[src/rtl/pixel_beat_pkg.sv]
// Shared state encoding and default sizing for the pixel beat collector.
package pixel_beat_pkg;

    localparam int DEFAULT_BEATS             = 4;
    localparam int DEFAULT_DATAWIDTH         = 8;
    localparam int DEFAULT_PIXELCOUNTERWIDTH = 20;

    typedef enum logic [1:0] {
        IDLE  = 2'd0,
        ACCUM = 2'd1,
        FLUSH = 2'd2,
        DONE  = 2'd3
    } state_t;

endpackage

[src/rtl/beat_accumulator.sv]
// Per-pixel running sum and beat counter; beats past BEATS are dropped and flagged.
module beat_accumulator
    import pixel_beat_pkg::*;
#(
    parameter int BEATS     = DEFAULT_BEATS,
    parameter int DATAWIDTH = DEFAULT_DATAWIDTH,
    parameter int SUMWIDTH  = DATAWIDTH + 4,
    parameter int CNTW      = $clog2(BEATS) + 1
)(
    input  logic                 clk,
    input  logic                 rst,
    input  logic                 clear,
    input  logic                 beatValid,
    input  logic [DATAWIDTH-1:0] dataIn,
    output logic [SUMWIDTH-1:0]  sum,
    output logic [CNTW-1:0]      beatCnt,
    output logic                 overflow
);

    localparam logic [CNTW-1:0] BEATS_C = CNTW'(BEATS);

    logic [SUMWIDTH-1:0] sum_q, sum_d;
    logic [CNTW-1:0]     cnt_q, cnt_d;

    always_comb begin
        sum_d = sum_q;
        cnt_d = cnt_q;
        if (clear) begin
            sum_d = '0;
            cnt_d = '0;
        end else if (beatValid && (cnt_q != BEATS_C)) begin
            sum_d = sum_q + SUMWIDTH'(dataIn);
            cnt_d = cnt_q + CNTW'(1);
        end
    end

    always_ff @(posedge clk) begin
        if (rst) begin
            sum_q <= '0;
            cnt_q <= '0;
        end else begin
            sum_q <= sum_d;
            cnt_q <= cnt_d;
        end
    end

    assign sum      = sum_q;
    assign beatCnt  = cnt_q;
    assign overflow = beatValid && (cnt_q == BEATS_C);

endmodule

[src/rtl/pixel_beat_collector.sv]
// Collects BEATS samples per pixel and writes one result per pixel to result memory.
// Define PIXEL_BEAT_COLLECTOR_AVG_EN to write the truncated average instead of the raw sum.
module pixel_beat_collector
    import pixel_beat_pkg::*;
#(
    parameter int BEATS             = DEFAULT_BEATS,
    parameter int PIXELCOUNTERWIDTH = DEFAULT_PIXELCOUNTERWIDTH,
    parameter int DATAWIDTH         = DEFAULT_DATAWIDTH,
    localparam int SUMWIDTH         = DATAWIDTH + 4
)(
    input  logic                         clk,
    input  logic                         rst,
    input  logic                         process,
    input  logic                         started,
    input  logic [PIXELCOUNTERWIDTH-1:0] pixelCounter,
    input  logic [DATAWIDTH-1:0]         dataIn,
    output logic                         wrEn,
    output logic [PIXELCOUNTERWIDTH-1:0] wrAddr,
    output logic [SUMWIDTH-1:0]          wrData,
    output logic                         frameDone,
    output logic                         beatError,
    output logic [PIXELCOUNTERWIDTH-1:0] pixelsWritten
);

    localparam int              CNTW    = $clog2(BEATS) + 1;
    localparam logic [CNTW-1:0] BEATS_C = CNTW'(BEATS);

    state_t state_q, state_d;

    logic [SUMWIDTH-1:0]          sum;
    logic [SUMWIDTH-1:0]          result;
    logic [CNTW-1:0]              beatCnt;
    logic                         overflow;
    logic                         beatValid;
    logic                         writeNow;
    logic                         frameStart;

    logic [PIXELCOUNTERWIDTH-1:0] addr_q, addr_d;
    logic                         wrEn_q, wrEn_d;
    logic [PIXELCOUNTERWIDTH-1:0] wrAddr_q, wrAddr_d;
    logic [SUMWIDTH-1:0]          wrData_q, wrData_d;
    logic                         beatError_q, beatError_d;
    logic [PIXELCOUNTERWIDTH-1:0] pixelsWritten_q, pixelsWritten_d;

    beat_accumulator #(
        .BEATS     (BEATS),
        .DATAWIDTH (DATAWIDTH),
        .SUMWIDTH  (SUMWIDTH),
        .CNTW      (CNTW)
    ) u_acc (
        .clk       (clk),
        .rst       (rst),
        .clear     (frameStart | writeNow),
        .beatValid (beatValid),
        .dataIn    (dataIn),
        .sum       (sum),
        .beatCnt   (beatCnt),
        .overflow  (overflow)
    );

`ifdef PIXEL_BEAT_COLLECTOR_AVG_EN
    localparam int SHIFT = $clog2(BEATS);
    assign result = sum >> SHIFT;
`else
    assign result = sum;
`endif

    // A falling started wins over any beat in the same cycle; the partial pixel is written from FLUSH.
    always_comb begin
        state_d    = state_q;
        frameStart = 1'b0;
        beatValid  = 1'b0;
        writeNow   = 1'b0;
        case (state_q)
            IDLE: begin
                if (started) begin
                    state_d    = ACCUM;
                    frameStart = 1'b1;
                end
            end
            ACCUM: begin
                if (!started) begin
                    state_d = FLUSH;
                end else if (process) begin
                    beatValid = 1'b1;
                end else if (beatCnt != '0) begin
                    writeNow = 1'b1;
                end
            end
            FLUSH: begin
                writeNow = (beatCnt != '0);
                state_d  = DONE;
            end
            DONE: begin
                state_d = IDLE;
            end
            default: begin
                state_d = IDLE;
            end
        endcase
    end

    always_comb begin
        addr_d          = addr_q;
        wrEn_d          = writeNow;
        wrAddr_d        = wrAddr_q;
        wrData_d        = wrData_q;
        beatError_d     = beatError_q;
        pixelsWritten_d = pixelsWritten_q;
        if (frameStart) begin
            beatError_d     = 1'b0;
            pixelsWritten_d = '0;
        end
        if (beatValid && (beatCnt == '0)) begin
            addr_d = pixelCounter;
        end
        if (overflow) begin
            beatError_d = 1'b1;
        end
        if (writeNow) begin
            wrAddr_d        = addr_q;
            wrData_d        = result;
            pixelsWritten_d = pixelsWritten_q + PIXELCOUNTERWIDTH'(1);
            if (beatCnt != BEATS_C) begin
                beatError_d = 1'b1;
            end
        end
    end

    always_ff @(posedge clk) begin
        if (rst) begin
            state_q         <= IDLE;
            addr_q          <= '0;
            wrEn_q          <= 1'b0;
            wrAddr_q        <= '0;
            wrData_q        <= '0;
            beatError_q     <= 1'b0;
            pixelsWritten_q <= '0;
        end else begin
            state_q         <= state_d;
            addr_q          <= addr_d;
            wrEn_q          <= wrEn_d;
            wrAddr_q        <= wrAddr_d;
            wrData_q        <= wrData_d;
            beatError_q     <= beatError_d;
            pixelsWritten_q <= pixelsWritten_d;
        end
    end

    assign wrEn          = wrEn_q;
    assign wrAddr        = wrAddr_q;
    assign wrData        = wrData_q;
    assign frameDone     = (state_q == DONE);
    assign beatError     = beatError_q;
    assign pixelsWritten = pixelsWritten_q;

endmodule
[config.mk]
export PLATFORM = sky130hd
export DESIGN_NAME = pixel_beat_collector
export DESIGN_NICKNAME = d
export VERILOG_FILES = /design/src/rtl/pixel_beat_pkg.sv /design/src/rtl/beat_accumulator.sv /design/src/rtl/pixel_beat_collector.sv
export SDC_FILE = /design/constraint.sdc
export NUM_CORES = 1
export LEC_CHECK = 0
export CORE_AREA = 2 2 123 77
export CTS_CLUSTER_SIZE = 14
export DETAILED_ROUTE_END_ITERATION = 8
export DIE_AREA = 0 0 125 79
export PLACE_DENSITY = 0.72
export SETUP_SLACK_MARGIN = 0.05
export SYNTH_ARGS = -nofsm -noshare
export SYNTH_HDL_FRONTEND = slang
export SYNTH_SLANG_ARGS = --single-unit
[constraint.sdc]
create_clock -name clk -period 5.16 [get_ports clk]
set_input_delay 0.774 -clock clk [delete_from_list [all_inputs] [get_ports clk]]
set_output_delay 0.774 -clock clk [all_outputs]
set_load 0.02 [all_outputs]
==> results of run 1 <==
worst min-delay path, stage by stage, from the launching register on:
cell     delay, ns
dfxtp_1       0.31
nand2_1       0.05
a21oi_1       0.05
flip-flops by register name (all words and copies together) (netlist names):
signal / count
addr_q: 20
pixelsWritten: 20
wrAddr: 20
u_acc.sum: 12
wrData: 12
u_acc.beatCnt: 3
state_q: 2
beatError: 1
wrEn: 1
final timing paths:
path         slack, ns                              to
max               2.38  pixelsWritten[19]$_SDFFE_PP0P_
min               0.45         wrAddr[10]$_SDFFE_PP0P_
max reg2reg       2.55       u_acc.sum[2]$_SDFFE_PP0P_
min reg2reg       0.45         wrAddr[10]$_SDFFE_PP0P_
metal layers:
layer / vias up / GRT usage / wire [microns]
li1: 1810 / - / -
met1: 1712 / 0.289 / 4920
met4: 0 / 0.0600 / 82
met3: 7 / 0.0687 / 593
met5: - / 0 / 0
met2: 102 / 0.307 / 4440
final cells by class:
cell class,count,area [sq um],area share
multi-input cells,362,1990,0.386
flip-flops and latches,91,1820,0.353
repair buffers,90,886,0.172
clock buffers,12,246,0.0478
well taps,116,145,0.0282
clock inverters,4,50.0,0.00971
inverters,4,15.0,0.00291
power by group through the flow:
stage	clock network (W)	registers (W)	logic, W
floorplan	0	0.000759	0.000175
global placement	0	0.000762	0.000240
detailed placement	0	0.000763	0.000254
CTS	0.000668	0.000748	0.000255
global route	0.000704	0.000750	0.000285
finish	0.000657	0.000748	0.000254
metrics by stage:
stage	instances	instance area (sq um)	hold slack [ns]	power [W]	utilization
global placement	663	4860	0.438	0.00100	0.549
detailed placement	663	4860	0.445	0.00102	0.549
CTS	679	5150	0.453	0.00167	0.582
floorplan	485	3920	0.432	0.000934	-
finish	679	5150	0.450	0.00166	0.582
global route	679	5150	0.463	0.00174	0.582
cells in the mapped netlist (all sizes together) (2+ instances only):
library cell	number	area share
and4	4	0.0089
dfxtp	91	0.46
a21oi	69	0.088
a41oi	3	0.0067
buf	3	0.0035
clkbuf	25	0.024
and3	6	0.0096
nand4	10	0.016
ha	16	0.051
a311oi	5	0.011
a21o	5	0.0096
xor2	8	0.018
nor4	2	0.0032
o211ai	3	0.0057
nand2b	2	0.0032
xnor2	10	0.022
o21ai	6	0.0077
or2	3	0.0048
and2	3	0.0048
inv	4	0.0038
or4	2	0.0038
mux2i	3	0.0077
o31ai	3	0.0057
nor2	27	0.026
nand2	141	0.13
nand3	12	0.015
a211oi	7	0.013
cell families (layout without fill, tap and decap cells):
logic type | count (synthesis) | count (layout)
XOR/XNOR | 18 | 18
adder cells (fa/ha/maj) | 17 | 17
multiplexers | 3 | 3
buffers and inverters | 32 | 110
flip-flops | 91 | 91
AO/OA/AOI/OAI | 108 | 108
AND/OR/NAND/NOR | 216 | 216
==> results.cfg, run 1 <==
[critical_path]
r2r_start = state_q[0]$_SDFFE_PP0P_
crit_family = simple AND/OR/NAND/NOR gates
required_ns = 5.44
r2r_cells = 8
cp-startpoint = started
path_max_fanout = 6
path_cells = clkdlybuf4s50_1, nand4b_1, a21o_1, or4b_1, or4_1, nand2_1
critPathBufInv = 1
cp_num_cells = 6
endpoint_kind = register
worst-setup-path-type = in -> reg
worstSetupStartpointType = primary input
cp.arrival_ns = 3.06
cpPeakStageDelay_ns = 0.63
slowest_stage = or4b_1

[route]
vias_per_cell = 5.35
drc = 0
vias = 3631
drt_iter0_drc = 257
wl_microns = 10000
firstDrtPassIters = 4
wl_per_cell_microns = 14.8
antenna_left = 0

[status]
status = finished, final reports clean

[clock_network]
clk_root_buffer_cell = clkbuf_16
cts_buffers = 9
cts-resized-gates = 0
postCtsSetupRepairBufs = 0
clock-sinks = 91
cts_hold_buffers = 0
cts_tree = yes
cts_buffer_depth = 2
h-tree-depth = 3
clk_pin_slew_worst_paths_ns = 0.06
clk_latency_ns = 0.34

[final_layout]
nNetsFinal = 607
areaGrowthSynthToFinish_pct = 31.4
num-fill-cells = 832
drive_above_1_share = 0.0409
mostFrequentLayoutCells = nand2_1 (141), dfxtp_1 (91), clkdlybuf4s50_1 (85)
antenna_cells = 0
layout_commonest_cell = nand2_1

[pwr]
p_switching_w = 0.000448
swShare = 0.270
p_per_area_nw_per_um2 = 322
p_int_w = 0.00121
pwr-share-clk = 0.396
ir_drop_v = 0.000168
leakagePower_nw = 1.78
pwr-share-seq = 0.451
comb_power_share = 0.153

[place]
hpwlAfterDp_microns = 7010
place_congestion = 0.861
portBuffers = 86
dp_slack_ns = 2.06

[global_routing]
antenna_found_initial = 0
grt_first_pass_wirelength_microns = 16300
overflow = 0
grt_pass1_vias = 3325
grt_max_degree = 73
track_usage = 0.207

[run]
cap_violations = 0

[timing]
fmax_mhz = 360
fin_crit_ns = 2.78
fin_ws_ns = 2.38
tns_ns = 0
setup_violations = 0
slew-limit-headroom = 0.482
fin_crit_sh = 0.538
tightest_slew_ns = 0.772
maxSlewViolCount = 0
hold_viol = 0
skew_ns = 0.00721
rsz0062_at_grt = false

[synthesis]
ys_ff_latch = 91
ys_seq_area_frac = 0.464
synth_nets = 534
synth_flop_cell = dfxtp_1
synthSimpleGateAreaFrac = 0.238
postSynth.asyncResetShare = 0
yosysUniqueCellTypes = 40
synth_edf_count = 0
synth_area_sq_um = 3920
ys_warn_count = 0
synthMuxAreaShare = 0.00766
synth_fa_ha_area_frac = 0.0561
synth-xor-area-share = 0.0402
synthCells = 485
synth_compound_area_frac = 0.162
syn-mean-instance-area_sq_um = 8.09
synth_top_family_by_area = simple AND/OR/NAND/NOR gates

[floorplanning]
die_area_sq_um = 9880
core-area_sq_um = 8850
floorplan.die.height_microns = 79
start_util = 0.443
ios = 87
placementRows = 27
die_x_microns = 125

[worst_hold_path]
hold_class = reg -> reg
holdPathStages = 2
hp-start = addr_q[10]$_SDFFE_PP0P_
Note: power is estimated with default switching activity, not from simulation.
==> inputs of run 2 (changes only) <==
==> constraint.sdc (replaced) <==
create_clock -name clk -period 2.6 [get_ports clk]
set_input_delay 0.39 -clock clk [delete_from_list [all_inputs] [get_ports clk]]
set_output_delay 0.39 -clock clk [all_outputs]
set_load 0.02 [all_outputs]
==> run 2 against run 1 <==
Net effect:
- setup slack lost 2.1 ns
- critical path depth grew 1
- register-to-register slack lost 2.3 ns
- utilization grew 1.3 points
- via count grew 0.94%
- die area is the same
- count of clock-buffer cells in the layout shrank 3
- power grew 100%
- global-route usage shrank 0.23 points
- sequential power grew 98%
- cell count grew 1.9%
- critical path type is now reg -> reg
- largest power group unchanged
- highest routed layer unchanged
==> results.cfg, run 2 (same netlist as run 1, synthesis figures left out) <==
[critical_path]
path_max_fanout = 4
worst-setup-path-type = reg -> reg
path_cells = inv_1, ha_1, nand2_1, a21o_1, or4b_1, or4_1, nand2_1
cp_common_cell = nand2_1
r2r_end = pixelsWritten[19]$_SDFFE_PP0P_
endpoint_kind = register
r2r_cells = 7
reg2reg_setup_slack_ns = 0.24
worstSetupStartpointType = register
cpPeakStageDelay_ns = 0.55
r2r_start = state_q[0]$_SDFFE_PP0P_
cp.arrival_ns = 2.64
required_ns = 2.88
slowest_stage = or4b_1

[global_routing]
antenna_found_initial = 0
grt_max_degree = 51
top_usage_layer = met2
track_usage = 0.205
grt_util_met1 = 0.284
grt_pass1_vias = 3395
met3_usage = 0.0701
overflow = 0
grt_first_pass_wirelength_microns = 16300
grt_util_met2 = 0.310

[route]
drt_iter0_drc = 212
vias_per_cell = 5.30
drc = 0
wl_microns = 9810
vias = 3665
antenna_left = 0
wl_per_cell_microns = 14.2
firstDrtPassIters = 4

[clock_network]
cts_buffers = 9
cts_hold_buffers = 0
clk_root_buffer_cell = clkbuf_16
clk_pin_slew_worst_paths_ns = 0.06
cts_tree = yes
clk_latency_ns = 0.35
postCtsSetupRepairBufs = 0
cts-resized-gates = 0
clock-sinks = 91
h-tree-depth = 3
cts_buffer_depth = 2

[timing]
skew_ns = 0.00816
fin_crit_ns = 2.36
maxSlewViolCount = 0
tns_ns = 0
slew-limit-headroom = 0.594
fin_ws_ns = 0.243
hold_viol = 0
tightest_slew_ns = 0.607
rsz0062_at_grt = false
setup_violations = 0
fmax_mhz = 424
fin_crit_sh = 0.907

[place]
dp_slack_ns = 0.184
portBuffers = 86
hpwlAfterDp_microns = 6880
place_congestion = 0.850

[pwr]
comb_power_share = 0.160
p_per_area_nw_per_um2 = 631
leakagePower_nw = 1.85
ir_drop_v = 0.000335
p_switching_w = 0.000925
pwr-share-clk = 0.394
pwr-share-seq = 0.446
swShare = 0.278
p_int_w = 0.00240

[status]
status = finished, final reports clean

[worst_hold_path]
holdPathStages = 2
hp-start = wrData[11]$_SDFFE_PP0P_
hold_class = reg -> reg
min_to = wrData[11]$_SDFFE_PP0P_

[floorplanning]
die_x_microns = 125
core-area_sq_um = 8850
floorplan.die.height_microns = 79
die_area_sq_um = 9880
placementRows = 27
start_util = 0.443
ios = 87

[final_layout]
antenna_cells = 0
mostFrequentLayoutCells = nand2_1 (141), dfxtp_1 (91), clkdlybuf4s50_1 (85)
drive_above_1_share = 0.0660
nNetsFinal = 620
layout_commonest_cell = nand2_1
areaGrowthSynthToFinish_pct = 34.3

[run]
cap_violations = 0
## run 2: cell count changes in the layout (fill, tap and decap cells not counted), sizes merged
| cell | before | now |
|---|---|---|
| buf | 5 | 18 |
| clkbuf | 12 | 9 |
| clkinv | 1 | 3 |
| inv | 4 | 5 |
## run 2: how the worst max path moves through the flow
| stage | start | endpoint | slack (ns) | depth (start not counted) |
|---|---|---|---|---|
| 3_5_place_dp | dataIn[0] | u_acc.sum[8]$_SDFFE_PP0P_ | 0.18 | 8 |
| 5_1_grt | state_q[0]$_SDFFE_PP0P_ | u_acc.sum[2]$_SDFFE_PP0P_ | 0.07 | 8 |
| 3_3_place_gp | dataIn[0] | u_acc.sum[8]$_SDFFE_PP0P_ | 0.23 | 8 |
| 2_1_floorplan | state_q[0]$_SDFFE_PP0P_ | pixelsWritten[19]$_SDFFE_PP0P_ | 0.29 | 8 |
| 6_report | state_q[0]$_SDFFE_PP0P_ | pixelsWritten[19]$_SDFFE_PP0P_ | 0.24 | 7 |
| 4_1_cts | state_q[0]$_SDFFE_PP0P_ | pixelsWritten[19]$_SDFFE_PP0P_ | 0.23 | 7 |
## run 2: critical path, delay by kind of cell (launching register included)
family,cells,cell delay (ns)
simple gates,4,1.24
flops,1,0.38
compound gates,1,0.24
fa+ha+maj,1,0.33
buf+inv,1,0.10
## run 2: metrics by stage
step	area, sq um	cells	utilization	power, W	hold slack, ns
after floorplan	3920	485	-	0.00185	0.432
after global placement	4970	676	0.561	0.00202	0.436
after detailed placement	4970	676	0.561	0.00204	0.447
after CTS	5270	692	0.595	0.00335	0.456
after global routing	5270	692	0.595	0.00348	0.469
final	5270	692	0.595	0.00332	0.454
## run 2: layer usage
metal,wire length (microns),vias up
met2,4220,96
met5,0,-
met4,76,0
met3,635,11
met1,4870,1726
li1,-,1832
## run 2: power by group through the flow
stage               clock, W  combinational (W)  sequential (W)
floorplan                  0           0.000348         0.00151
global placement           0           0.000507         0.00151
detailed placement         0           0.000527         0.00151
CTS                  0.00133           0.000530         0.00148
global route         0.00139           0.000596         0.00149
finish               0.00131           0.000531         0.00148
## run 2: final cells by class
| type | count | area (sq um) |
|---|---|---|
| Fill cell | 825 | 3580 |
| Clock buffer | 9 | 225 |
| Clock inverter | 7 | 76.3 |
| Timing Repair Buffer | 103 | 996 |
| Sequential cell | 91 | 1820 |
| Multi-Input combinational cell | 362 | 1990 |
| Inverter | 4 | 15.0 |
| Tap cell | 116 | 145 |
